`config.mk`:
```
export PLATFORM = sky130hd
export DESIGN_NAME = fir_sequencer_flat
export DESIGN_NICKNAME = d
export VERILOG_FILES = /design/src/rtl/fir_sequencer_pkg.sv /design/src/rtl/fir_sequencer_if.sv /design/src/rtl/fir_coef_buffer.sv /design/src/rtl/fir_sequencer.sv /design/src/flat_wrapper.sv
export SDC_FILE = /design/constraint.sdc
export NUM_CORES = 1
export LEC_CHECK = 0
export BUFFER_PORTS_ARGS = -buffer_cell sky130_fd_sc_hd__buf_2
export CORE_AREA = 2 2 112 103
export CTS_CLUSTER_DIAMETER = 150
export DETAILED_ROUTE_END_ITERATION = 16
export DIE_AREA = 0 0 114 105
export GPL_ROUTABILITY_DRIVEN = 0
export HOLD_SLACK_MARGIN = 0.05
export REMOVE_ABC_BUFFERS = 1
export SYNTH_ARGS = -nofsm -noshare
export SYNTH_HDL_FRONTEND = slang
export SYNTH_HIERARCHICAL = 1
export SYNTH_SLANG_ARGS = --single-unit
```
`constraint.sdc`:
```
create_clock -name clk -period 3.4 [get_ports clk]
set_clock_uncertainty 0.2 [all_clocks]
set_input_delay 0.85 -clock clk [delete_from_list [all_inputs] [get_ports clk]]
set_output_delay 0.85 -clock clk [all_outputs]
set_load 0.005 [all_outputs]
```
`src/rtl/fir_sequencer_pkg.sv`:
```
// Shared types and default sizing for the fir sequencer and its coefficient buffer.
package fir_sequencer_pkg;

  localparam int DEF_DW         = 8;
  localparam int DEF_OW         = 16;
  localparam int DEF_NTAPS      = 5;
  localparam int DEF_SWITCH_CYC = 1;
  localparam int DEF_CW         = 16;

  typedef enum logic [2:0] {
    S_IDLE    = 3'd0,
    S_COLLECT = 3'd1,
    S_BURST   = 3'd2,
    S_SWITCH  = 3'd3,
    S_RUN     = 3'd4,
    S_ERR     = 3'd5
  } fir_seq_state_t;

  function automatic int idx_w(input int n);
    return (n > 1) ? $clog2(n) : 1;
  endfunction

endpackage

```
`src/rtl/fir_sequencer_if.sv`:
```
// Coefficient/sample streams, fir datapath link and status outputs of the fir sequencer.
interface fir_sequencer_if
  import fir_sequencer_pkg::*;
#(
  parameter int DW = DEF_DW,
  parameter int OW = DEF_OW,
  parameter int CW = DEF_CW
);
  logic          coef_in_valid;
  logic [DW-1:0] coef_in_data;
  logic          coef_in_ready;
  logic          samp_in_valid;
  logic [DW-1:0] samp_in_data;
  logic          samp_in_ready;
  logic [DW-1:0] fir_data_in;
  logic          fir_coef_enable;
  logic          fir_sample_enable;
  logic [OW-1:0] fir_data_out;
  logic          fir_out_enable;
  logic          fir_error;
  logic          clr_err;
  logic [OW-1:0] res_data;
  logic          res_valid;
  logic [CW-1:0] res_count;
  logic          loaded;
  logic          busy;
  logic          err;

  modport master (
    output coef_in_valid, coef_in_data, samp_in_valid, samp_in_data,
           fir_data_out, fir_out_enable, fir_error, clr_err,
    input  coef_in_ready, samp_in_ready, fir_data_in, fir_coef_enable,
           fir_sample_enable, res_data, res_valid, res_count, loaded, busy, err
  );

  modport slave (
    input  coef_in_valid, coef_in_data, samp_in_valid, samp_in_data,
           fir_data_out, fir_out_enable, fir_error, clr_err,
    output coef_in_ready, samp_in_ready, fir_data_in, fir_coef_enable,
           fir_sample_enable, res_data, res_valid, res_count, loaded, busy, err
  );
endinterface

```
`src/rtl/fir_coef_buffer.sv`:
```
// NTAPS x DW coefficient register file: written while collecting, read by the burst index.
module fir_coef_buffer
  import fir_sequencer_pkg::*;
#(
  parameter int DW    = DEF_DW,
  parameter int NTAPS = DEF_NTAPS,
  parameter int IW    = idx_w(DEF_NTAPS)
) (
  input  logic          clk,
  input  logic          reset,
  input  logic          wr_en,
  input  logic [IW-1:0] wr_ptr,
  input  logic [DW-1:0] wr_data,
  input  logic [IW-1:0] rd_idx,
  output logic [DW-1:0] rd_data
);
  logic [DW-1:0] mem_q [NTAPS];
  logic [DW-1:0] mem_d [NTAPS];

  always_comb begin
    mem_d = mem_q;
    if (wr_en) mem_d[wr_ptr] = wr_data;
  end

  always_ff @(posedge clk) begin
    if (reset) begin
      for (int i = 0; i < NTAPS; i++) mem_q[i] <= '0;
    end else begin
      mem_q <= mem_d;
    end
  end

  assign rd_data = mem_q[rd_idx];
endmodule

```
`src/rtl/fir_sequencer.sv`:
```
// Sequences coefficient loads and sample streaming into the fir datapath and registers its results.
//   state   | meaning
//   IDLE    | nothing loaded or waiting for a coefficient set
//   COLLECT | accepting NTAPS coefficient words into the buffer
//   BURST   | writing buffer to fir, one word per cycle, no stall
//   SWITCH  | idle gap with both fir enables low
//   RUN     | streaming samples; a new coefficient offer preempts
//   ERR     | fir reported an error; waits for clr_err
module fir_sequencer
  import fir_sequencer_pkg::*;
#(
  parameter int DW         = DEF_DW,
  parameter int OW         = DEF_OW,
  parameter int NTAPS      = DEF_NTAPS,
  parameter int SWITCH_CYC = DEF_SWITCH_CYC,
  parameter int CW         = DEF_CW
) (
  input  logic            clk,
  input  logic            reset,
  fir_sequencer_if.slave  bus
);
  localparam int IW  = idx_w(NTAPS);
  localparam int SWW = idx_w(SWITCH_CYC);
  localparam logic [IW-1:0]  LAST_IDX = IW'(NTAPS - 1);
  localparam logic [SWW-1:0] SW_LOAD  = SWW'(SWITCH_CYC - 1);

  fir_seq_state_t state_q, state_d;
  logic [IW-1:0]  wcnt_q, wcnt_d, bidx_q, bidx_d;
  logic [SWW-1:0] sw_cnt_q, sw_cnt_d;
  logic           coef_en_q, coef_en_d, samp_en_q, samp_en_d;
  logic [DW-1:0]  data_q, data_d;
  logic           loaded_q, loaded_d, busy_q, busy_d, err_q, err_d;
  logic           res_valid_q, res_valid_d;
  logic [OW-1:0]  res_data_q, res_data_d;
  logic [CW-1:0]  res_count_q, res_count_d;

  logic          coef_rdy, samp_rdy, coef_acc, samp_acc;
  logic [DW-1:0] buf_rd;

  assign coef_rdy = (state_q == S_COLLECT);
  // Reload has priority over sampling, decided combinationally on the live coefficient offer.
  assign samp_rdy = (state_q == S_RUN) && !bus.coef_in_valid;
  assign coef_acc = coef_rdy && bus.coef_in_valid;
  assign samp_acc = samp_rdy && bus.samp_in_valid;

  fir_coef_buffer #(.DW(DW), .NTAPS(NTAPS), .IW(IW)) u_buf (
    .clk     (clk),
    .reset   (reset),
    .wr_en   (coef_acc && !bus.fir_error),
    .wr_ptr  (wcnt_q),
    .wr_data (bus.coef_in_data),
    .rd_idx  (bidx_d),
    .rd_data (buf_rd)
  );

  always_comb begin
    state_d  = state_q;
    wcnt_d   = wcnt_q;
    bidx_d   = bidx_q;
    sw_cnt_d = sw_cnt_q;
    case (state_q)
      S_IDLE: if (bus.coef_in_valid) begin
        state_d = S_COLLECT;
        wcnt_d  = '0;
      end
      S_COLLECT: if (coef_acc) begin
        if (wcnt_q == LAST_IDX) begin
          state_d = S_BURST;
          wcnt_d  = '0;
          bidx_d  = '0;
        end else begin
          wcnt_d = wcnt_q + 1'b1;
        end
      end
      S_BURST: if (bidx_q == LAST_IDX) begin
        state_d  = S_SWITCH;
        sw_cnt_d = SW_LOAD;
      end else begin
        bidx_d = bidx_q + 1'b1;
      end
      S_SWITCH: if (sw_cnt_q == '0) state_d = S_RUN;
                else sw_cnt_d = sw_cnt_q - 1'b1;
      S_RUN: if (bus.coef_in_valid) begin
        state_d = S_COLLECT;
        wcnt_d  = '0;
      end
      S_ERR: if (bus.clr_err) state_d = S_IDLE;
      default: state_d = S_IDLE;
    endcase
    // An error overrides every transition; any partial set is discarded.
    if (state_q != S_IDLE && bus.fir_error) begin
      state_d  = S_ERR;
      wcnt_d   = '0;
      bidx_d   = '0;
      sw_cnt_d = '0;
    end

    coef_en_d = (state_d == S_BURST);
    samp_en_d = samp_acc && !bus.fir_error;
    if (coef_en_d)      data_d = buf_rd;
    else if (samp_en_d) data_d = bus.samp_in_data;
    else                data_d = data_q;

    loaded_d    = (state_d == S_RUN) || (loaded_q && state_d == S_COLLECT);
    busy_d      = (state_d == S_COLLECT) || (state_d == S_BURST) || (state_d == S_SWITCH);
    err_d       = (state_d == S_ERR);
    res_valid_d = bus.fir_out_enable;
    res_data_d  = bus.fir_data_out;
    res_count_d = res_count_q + CW'(res_valid_q);
  end

  always_ff @(posedge clk) begin
    if (reset) begin
      state_q     <= S_IDLE;
      wcnt_q      <= '0;
      bidx_q      <= '0;
      sw_cnt_q    <= '0;
      coef_en_q   <= 1'b0;
      samp_en_q   <= 1'b0;
      data_q      <= '0;
      loaded_q    <= 1'b0;
      busy_q      <= 1'b0;
      err_q       <= 1'b0;
      res_valid_q <= 1'b0;
      res_data_q  <= '0;
      res_count_q <= '0;
    end else begin
      state_q     <= state_d;
      wcnt_q      <= wcnt_d;
      bidx_q      <= bidx_d;
      sw_cnt_q    <= sw_cnt_d;
      coef_en_q   <= coef_en_d;
      samp_en_q   <= samp_en_d;
      data_q      <= data_d;
      loaded_q    <= loaded_d;
      busy_q      <= busy_d;
      err_q       <= err_d;
      res_valid_q <= res_valid_d;
      res_data_q  <= res_data_d;
      res_count_q <= res_count_d;
    end
  end

  assign bus.coef_in_ready     = coef_rdy;
  assign bus.samp_in_ready     = samp_rdy;
  assign bus.fir_data_in       = data_q;
  assign bus.fir_coef_enable   = coef_en_q;
  assign bus.fir_sample_enable = samp_en_q;
  assign bus.res_data          = res_data_q;
  assign bus.res_valid         = res_valid_q;
  assign bus.res_count         = res_count_q;
  assign bus.loaded            = loaded_q;
  assign bus.busy              = busy_q;
  assign bus.err               = err_q;
endmodule

```
`src/flat_wrapper.sv`:
```
// flat-port wrapper written by rule: the top's interface ports become plain ports
module fir_sequencer_flat import fir_sequencer_pkg::*;
#(
  parameter int DW         = DEF_DW,
  parameter int OW         = DEF_OW,
  parameter int NTAPS      = DEF_NTAPS,
  parameter int SWITCH_CYC = DEF_SWITCH_CYC,
  parameter int CW         = DEF_CW
)
  (clk, reset, bus_coef_in_valid, bus_coef_in_data, bus_samp_in_valid, bus_samp_in_data, bus_fir_data_out, bus_fir_out_enable, bus_fir_error, bus_clr_err, bus_coef_in_ready, bus_samp_in_ready, bus_fir_data_in, bus_fir_coef_enable, bus_fir_sample_enable, bus_res_data, bus_res_valid, bus_res_count, bus_loaded, bus_busy, bus_err);
  fir_sequencer_if #(.DW(DW), .OW(OW), .CW(CW)) bus_i ();
  input  logic clk;
  input  logic reset;
  input wire logic [$bits(bus_i.coef_in_valid)-1:0] bus_coef_in_valid;
  input wire logic [$bits(bus_i.coef_in_data)-1:0] bus_coef_in_data;
  input wire logic [$bits(bus_i.samp_in_valid)-1:0] bus_samp_in_valid;
  input wire logic [$bits(bus_i.samp_in_data)-1:0] bus_samp_in_data;
  input wire logic [$bits(bus_i.fir_data_out)-1:0] bus_fir_data_out;
  input wire logic [$bits(bus_i.fir_out_enable)-1:0] bus_fir_out_enable;
  input wire logic [$bits(bus_i.fir_error)-1:0] bus_fir_error;
  input wire logic [$bits(bus_i.clr_err)-1:0] bus_clr_err;
  output wire logic [$bits(bus_i.coef_in_ready)-1:0] bus_coef_in_ready;
  output wire logic [$bits(bus_i.samp_in_ready)-1:0] bus_samp_in_ready;
  output wire logic [$bits(bus_i.fir_data_in)-1:0] bus_fir_data_in;
  output wire logic [$bits(bus_i.fir_coef_enable)-1:0] bus_fir_coef_enable;
  output wire logic [$bits(bus_i.fir_sample_enable)-1:0] bus_fir_sample_enable;
  output wire logic [$bits(bus_i.res_data)-1:0] bus_res_data;
  output wire logic [$bits(bus_i.res_valid)-1:0] bus_res_valid;
  output wire logic [$bits(bus_i.res_count)-1:0] bus_res_count;
  output wire logic [$bits(bus_i.loaded)-1:0] bus_loaded;
  output wire logic [$bits(bus_i.busy)-1:0] bus_busy;
  output wire logic [$bits(bus_i.err)-1:0] bus_err;
  assign bus_i.coef_in_valid = bus_coef_in_valid;
  assign bus_i.coef_in_data = bus_coef_in_data;
  assign bus_i.samp_in_valid = bus_samp_in_valid;
  assign bus_i.samp_in_data = bus_samp_in_data;
  assign bus_i.fir_data_out = bus_fir_data_out;
  assign bus_i.fir_out_enable = bus_fir_out_enable;
  assign bus_i.fir_error = bus_fir_error;
  assign bus_i.clr_err = bus_clr_err;
  assign bus_coef_in_ready = bus_i.coef_in_ready;
  assign bus_samp_in_ready = bus_i.samp_in_ready;
  assign bus_fir_data_in = bus_i.fir_data_in;
  assign bus_fir_coef_enable = bus_i.fir_coef_enable;
  assign bus_fir_sample_enable = bus_i.fir_sample_enable;
  assign bus_res_data = bus_i.res_data;
  assign bus_res_valid = bus_i.res_valid;
  assign bus_res_count = bus_i.res_count;
  assign bus_loaded = bus_i.loaded;
  assign bus_busy = bus_i.busy;
  assign bus_err = bus_i.err;
  fir_sequencer #(.DW(DW), .OW(OW), .NTAPS(NTAPS), .SWITCH_CYC(SWITCH_CYC), .CW(CW)) u_core (.clk(clk), .reset(reset), .bus(bus_i));
endmodule
```
# Word level (Yosys, flattened, before mapping)
# Cells that the tools add are included.
dict set report word_totals {
  ff_bits 96
  input_bits 39
}
dict set report classes {
  addsub 4
  reduce_logical 22
  n_bitwise 2
  n_mux 28
  n_eq_ne 15
  n_lt_le_gt_ge 3
}
# cell count
set ops {}
lappend ops {{3-bit 2-to-1 mux} 14}
lappend ops {{40-bit bitwise mux} 1}
lappend ops {{8-bit 2-to-1 mux} 5}
lappend ops {{8-bit binary-select mux with 3-bit select} 1}
lappend ops {{8-bit demux with 3-bit select} 1}
lappend ops {{3-bit equality test (second input constant)} 6}
lappend ops {{16-bit by 1-bit adder with 16-bit output} 1}
lappend ops {{3-bit one-hot mux with 5 select lines} 1}
lappend ops {{3-bit by 2-bit equality test with 1-bit output (second input constant)} 4}
lappend ops {{3-bit one-hot mux with 2 select lines} 2}
lappend ops {{4-bit >= comparator (second input constant)} 2}
lappend ops {{1-bit logical AND} 8}
lappend ops {{3-bit inverter with 4-bit output} 2}
lappend ops {{3-bit by 1-bit adder with 3-bit output (second input constant)} 2}
lappend ops {{3-bit by 1-bit equality test with 1-bit output (second input constant)} 2}
lappend ops {{2-bit nonzero test} 3}
lappend ops {{4-bit by 1-bit less-than comparator with 1-bit output (second input constant)} 1}
lappend ops {{2-bit by 1-bit inequality test with 1-bit output (second input constant)} 2}
lappend ops {{2-bit OR reduction} 2}
lappend ops {{3-bit zero test} 1}
lappend ops {{1-bit logical OR} 3}
lappend ops {{3-bit AND reduction} 1}
lappend ops {{3-bit nonzero test} 1}
lappend ops {{1-bit zero test} 2}
lappend ops {{other kinds (5)} 6}

# Logic depth before layout (Yosys ltp)
dict set report logic_depth {
  depth_word 10
  mapped_depth 13
}

# Hierarchy
# Netlist, hierarchy kept.
# mod area_per_inst_um2 instances cells_per_inst seq_area_each_um2
set by_module_without_submodules {}
lappend by_module_without_submodules {fir_sequencer 2361.0 1 236 1101.1}
lappend by_module_without_submodules {fir_coef_buffer 1783.0 1 192 800.8}

# Worst setup path after synthesis
# Ideal clock, no wire load.
dict set report synth_timing {
  kind {in2reg}
  startpoint {in bus_coef_in_valid}
  endpoint {reg u_core.data_q[0], in the netlist u_core/bus.fir_data_in[0]}
  path_stages 12
  setup_slack_ns 0.416
  arrival_ns 2.643
  setup_time_ns 0.142
  path_cell_list {and2b_1 -> a41oi_2 -> nor2_1 -> a21o_1 -> a21oi_1 -> buf_6 -> buf_4 -> mux2i_1 -> o22ai_1 -> a21o_1 -> nor2_1 -> a211oi_2}
}
dict set report synth_between {
  elab_chain_cells 9
}
# element line_no
set synth_rtl {}
lappend synth_rtl {{from (decl)} flat_wrapper.sv:14} ;# input wire logic [$bits(bus_i.coef_in_valid)-1:0] bus_coef_in_valid;
lappend synth_rtl {{1-bit logical AND} fir_sequencer.sv:43} ;# assign coef_acc = coef_rdy && bus.coef_in_valid;
lappend synth_rtl {{3-bit 2-to-1 mux} fir_sequencer.sv:66} ;# S_COLLECT: if (coef_acc) begin
lappend synth_rtl {{3-bit one-hot mux with 2 select lines} fir_sequencer.sv:61} ;# case (state_q)
lappend synth_rtl {{3-bit 2-to-1 mux} fir_sequencer.sv:91} ;# if (state_q != S_IDLE && bus.fir_error) begin
lappend synth_rtl {{via u_core.bidx_d[0]} fir_sequencer.sv:28} ;# logic [IW-1:0] wcnt_q, wcnt_d, bidx_q, bidx_d;
lappend synth_rtl {{3-bit inverter with 4-bit output (not written as such)} fir_coef_buffer.sv:33} ;# assign rd_data = mem_q[rd_idx];
lappend synth_rtl {{8-bit binary-select mux with 3-bit select} fir_coef_buffer.sv:33}
lappend synth_rtl {{8-bit 2-to-1 mux (not written as such) (2 in a row)} fir_coef_buffer.sv:33}
lappend synth_rtl {{via u_core.buf_rd[0]} fir_sequencer.sv:38} ;# logic [DW-1:0] buf_rd;
lappend synth_rtl {{8-bit 2-to-1 mux} fir_sequencer.sv:100} ;# if (coef_en_d) data_d = buf_rd;
lappend synth_rtl {{to (signal assigned)} fir_sequencer.sv:134} ;# data_q <= data_d;
lappend synth_rtl {{to (decl)} fir_sequencer.sv:31} ;# logic [DW-1:0] data_q, data_d;
# The timed path passes the listed nets, and every way through them passes these cells. The select of a mux whose other input is x is not followed.
# A chain may end at the register's enable or synchronous reset.

# Worst setup path in the final report
dict set report layout_timing {
  startpoint {reg u_core.state_q[1]}
  endpoint {reg u_core.data_q[2], in the netlist u_core/bus.fir_data_in[2]}
}
dict set report layout_between {
  elab_chain_cells 10
}
# element line_no
set layout_rtl {}
lappend layout_rtl {{from (decl)} fir_sequencer.sv:27} ;# fir_seq_state_t state_q, state_d;
lappend layout_rtl {{from (signal assigned)} fir_sequencer.sv:128} ;# state_q <= state_d;
lappend layout_rtl {{3-bit by 1-bit equality test with 1-bit output} {fir_sequencer.sv:40, fir_sequencer.sv:61}}
lappend layout_rtl {{1-bit logical AND} fir_sequencer.sv:43}
lappend layout_rtl {{3-bit 2-to-1 mux} fir_sequencer.sv:66}
lappend layout_rtl {{3-bit one-hot mux with 2 select lines} fir_sequencer.sv:61}
lappend layout_rtl {{3-bit 2-to-1 mux (*)} fir_sequencer.sv:91}
lappend layout_rtl {{via u_core.bidx_d[2]} fir_sequencer.sv:28}
lappend layout_rtl {{3-bit inverter with 4-bit output (not written as such) (*)} fir_coef_buffer.sv:33}
lappend layout_rtl {{8-bit binary-select mux with 3-bit select (*)} fir_coef_buffer.sv:33}
lappend layout_rtl {{8-bit 2-to-1 mux (not written as such) (*) (2 in a row)} fir_coef_buffer.sv:33}
lappend layout_rtl {{via u_core.buf_rd[2]} fir_sequencer.sv:38}
lappend layout_rtl {{8-bit 2-to-1 mux (*)} fir_sequencer.sv:100}
# The timed path passes the listed nets; every way through them passes the cells marked *. The select of a mux whose other input is x is not followed.

==> metrics <==
Pleak approximately 2.1 nW; Worst setup SP type register; Post-DRT Antenna Nets 0; site row count 36; Distinct cells, synth 55; CTS tree yes; CTS resizes 0; WL per Instance between 10 and 15 microns; Worst setup EP type register; Slew Limit Fails 0; Setup violations, final 0; Placement Cell Area 4710 sq um; share of post-route cells with drive strength above 1 0.2703; Max Cap Viol 0; Syn Inst Count between 400 and 500; area added between synthesis and finish 20.56%; Die H 105 microns; Hold Path Class register to register; cells taking the most area after synthesis dfxtp_1, mux2i_1, nor2_1; CTS Root Cell clkbuf_16; minimum clock period between 3 and 4 ns; ant diodes 0; die width 114 microns; total setup buffers inserted after CTS 0; Worst Path Required 3.47 ns; Total Routed Length ~8.9 mm; fmax about 330 MHz; post-synth top area cell dfxtp_1; die area 11970 sq um; vias in the first global route ~3100; Post-Syn Area per Cell between 9 and 10 sq um; CP arrival between 3 and 4 ns; Core Footprint around 11000 sq um; final std cell area, no fill 4996 sq um; total design power around 0.0023 W; Post-DP HPWL a little over 6 mm; Tcrit/Tclk final 0.8851; antenna violations before repair 0; worst-margin pin slew 0.8578 ns; gr usage total 0.1532; Rel. slew slack 0.4269; fin nets ~560; largest net degree at the start of global routing 95; CTS max path bufs 2; Post-Synthesis Cell Area 4144 sq um; status finished clean; # fillers 1014; clock slew at reported path FFs roughly 0.070 ns; Avg Vias per Cell approximately 5.0; starting density of the core 0.3866; first-pass GRT wire length around 15 mm; H-tree Lvls 3; IO buf count 86; pwr dens ~450 nW/um^2; Yosys reg bits 95; Max VDD drop around 0.29 mV; Initial DRC Count roughly 160; Synth top area share 0.4589; Worst Path Max Fanout 11; worst-skew pair later-pin latency ~0.34 ns; Synthesis Warnings 6; Final Hold Viols 0; CTS Hold Bufs 0; register area share after synthesis 0.4589; Inserted Clock Buffers 9; vias post-DR 3248; drt first pass iters 4; grt ovf 0; RSZ-0062 raised after global routing false; CTS Sinks 95; Setup Crit Path Kind register to register; DR DRC count 0; io pins slightly below 90
-- worst max-delay path, cell delays in order, from the launching register on --
cell and delay, ns:
dfxtp_1 0.58, and2b_1 0.26, a41oi_2 0.23, nor2_1 0.11, a211oi_1 0.30, nor3b_1 0.74, nand2_1 0.13, o221ai_1 0.11
nor2_1 0.08, a211oi_2 0.18
-- layout by cell type (no fill, tap or decap), types with 6 or more instances in the layout --
cell | Yosys | routed
clkbuf_16 | 0 | 9
nand3_1 | 9 | 9
inv_1 | 8 | 8
a21o_1 | 7 | 7
o21ai_0 | 6 | 6
nor3_1 | 7 | 7
buf_2 | 2 | 86
o22ai_1 | 7 | 7
nor2b_1 | 24 | 24
mux2i_1 | 49 | 49
buf_4 | 6 | 11
dfxtp_1 | 95 | 95
nand2_1 | 43 | 43
xnor2_1 | 9 | 9
a211oi_2 | 9 | 9
nor2_1 | 54 | 54
a21oi_1 | 22 | 21
ha_1 | 6 | 6
-- power by group --
| group | internal, W | switching, W |
|---|---|---|
| clock network | 0.000537 | 0.000417 |
| logic | 0.0000734 | 0.0000826 |
| registers | 0.00114 | 0.0000206 |
-- area by class of cell --
type	instances	area, sq um	share of cell area
clock inverter	4	30.03	0.006011
clock buffer	12	256.5	0.05134
inverter	8	30.03	0.006011
sequential	95	1902	0.3807
timing repair buffer	98	533.0	0.1067
multi-input combinational	301	2078	0.4160
tap	133	166.4	0.03331
-- cells by family (layout without fill, tap and decap cells) --
group / Yosys count / after routing / synth area share
adders and majority gates: 6 / 6 / 0.01812
muxes: 49 / 49 / 0.1184
AOI/OAI and AO/OA: 63 / 63 / 0.1120
buffers and inverters: 32 / 122 / 0.04046
DFF: 95 / 95 / 0.4589
and+or+nand+nor: 170 / 170 / 0.2246
xor gates and xnor gates: 13 / 13 / 0.02748
-- flip-flops by register name, indices dropped and copies added, names as in the netlist --
| signal | count |
|---|---|
| u_core/bidx_q | 3 |
| u_core/bus.busy | 1 |
| u_core/bus.err | 1 |
| u_core/bus.fir_coef_enable | 1 |
| u_core/bus.fir_data_in | 8 |
| u_core/bus.fir_sample_enable | 1 |
| u_core/bus.loaded | 1 |
| u_core/bus.res_count | 16 |
| u_core/bus.res_data | 16 |
| u_core/bus.res_valid | 1 |
| u_core/state_q | 3 |
| u_core/u_buf/mem_q | 40 |
| u_core/wcnt_q | 3 |
-- synthesized netlist by cell type, drive strengths merged --
library cell and count:
o31a 1, a41oi 1, nand4b 2, o221ai 1, buf 12, and3 3
a211o 1, xnor2 9, clkbuf 12, a21oi 22, nor4bb 1, or2 2
a32oi 2, nand2b 2, and4bb 4, o22ai 7, nor2b 24, nor3b 4
nand2 43, nand3 9, nor2 55, nor4 1, ha 6, inv 8
nor4b 2, nand3b 2, or3 3, mux2i 49, a21o 7, and4b 1
and2b 1, and3b 2, nor3 7, xor2 4, a22oi 1, a22o 1
dfxtp 95, o21ai 6, or4b 1, a211oi 12, nand4 1, a2bb2oi 1
-- metrics by stage --
step / cells / hold slack, ns / util / TNS (ns) / worst slack, ns
4_1_cts: 651 / 0.2577 / 0.4660 / 0 / 0.3822
3_5_place_dp: 635 / 0.2503 / 0.4393 / 0 / 0.1178
3_3_place_gp: 635 / 0.2418 / 0.4393 / 0 / 0.2117
6_report: 651 / 0.2583 / 0.4660 / 0 / 0.3906
2_1_floorplan: 404 / 0.2296 / - / -3.706 / -0.5415
5_1_grt: 651 / 0.2790 / 0.4660 / 0 / 0.03083
-- metal layers --
metal	vias to the layer above	global-route usage	wire (microns)
met4	0	0.04704	116
li1	1649	-	-
met2	86	0.2470	3957
met5	-	0	0
met3	10	0.04582	499
met1	1503	0.1965	4355
-- path summary, 6_finish.rpt --
check | startpoint | end | slack, ns | depth (start not counted)
worst max-delay path | u_core/state_q[1] | u_core/bus.fir_data_in[2] | 0.39 | 9
worst min-delay path | u_core/u_buf/mem_q[12] | u_core/u_buf/mem_q[12] | 0.26 | 2
worst max register to register | u_core/state_q[1] | u_core/bus.fir_data_in[2] | 0.39 | 9
worst min register to register | u_core/u_buf/mem_q[12] | u_core/u_buf/mem_q[12] | 0.26 | 2
Power figures use the tool's default switching activity.
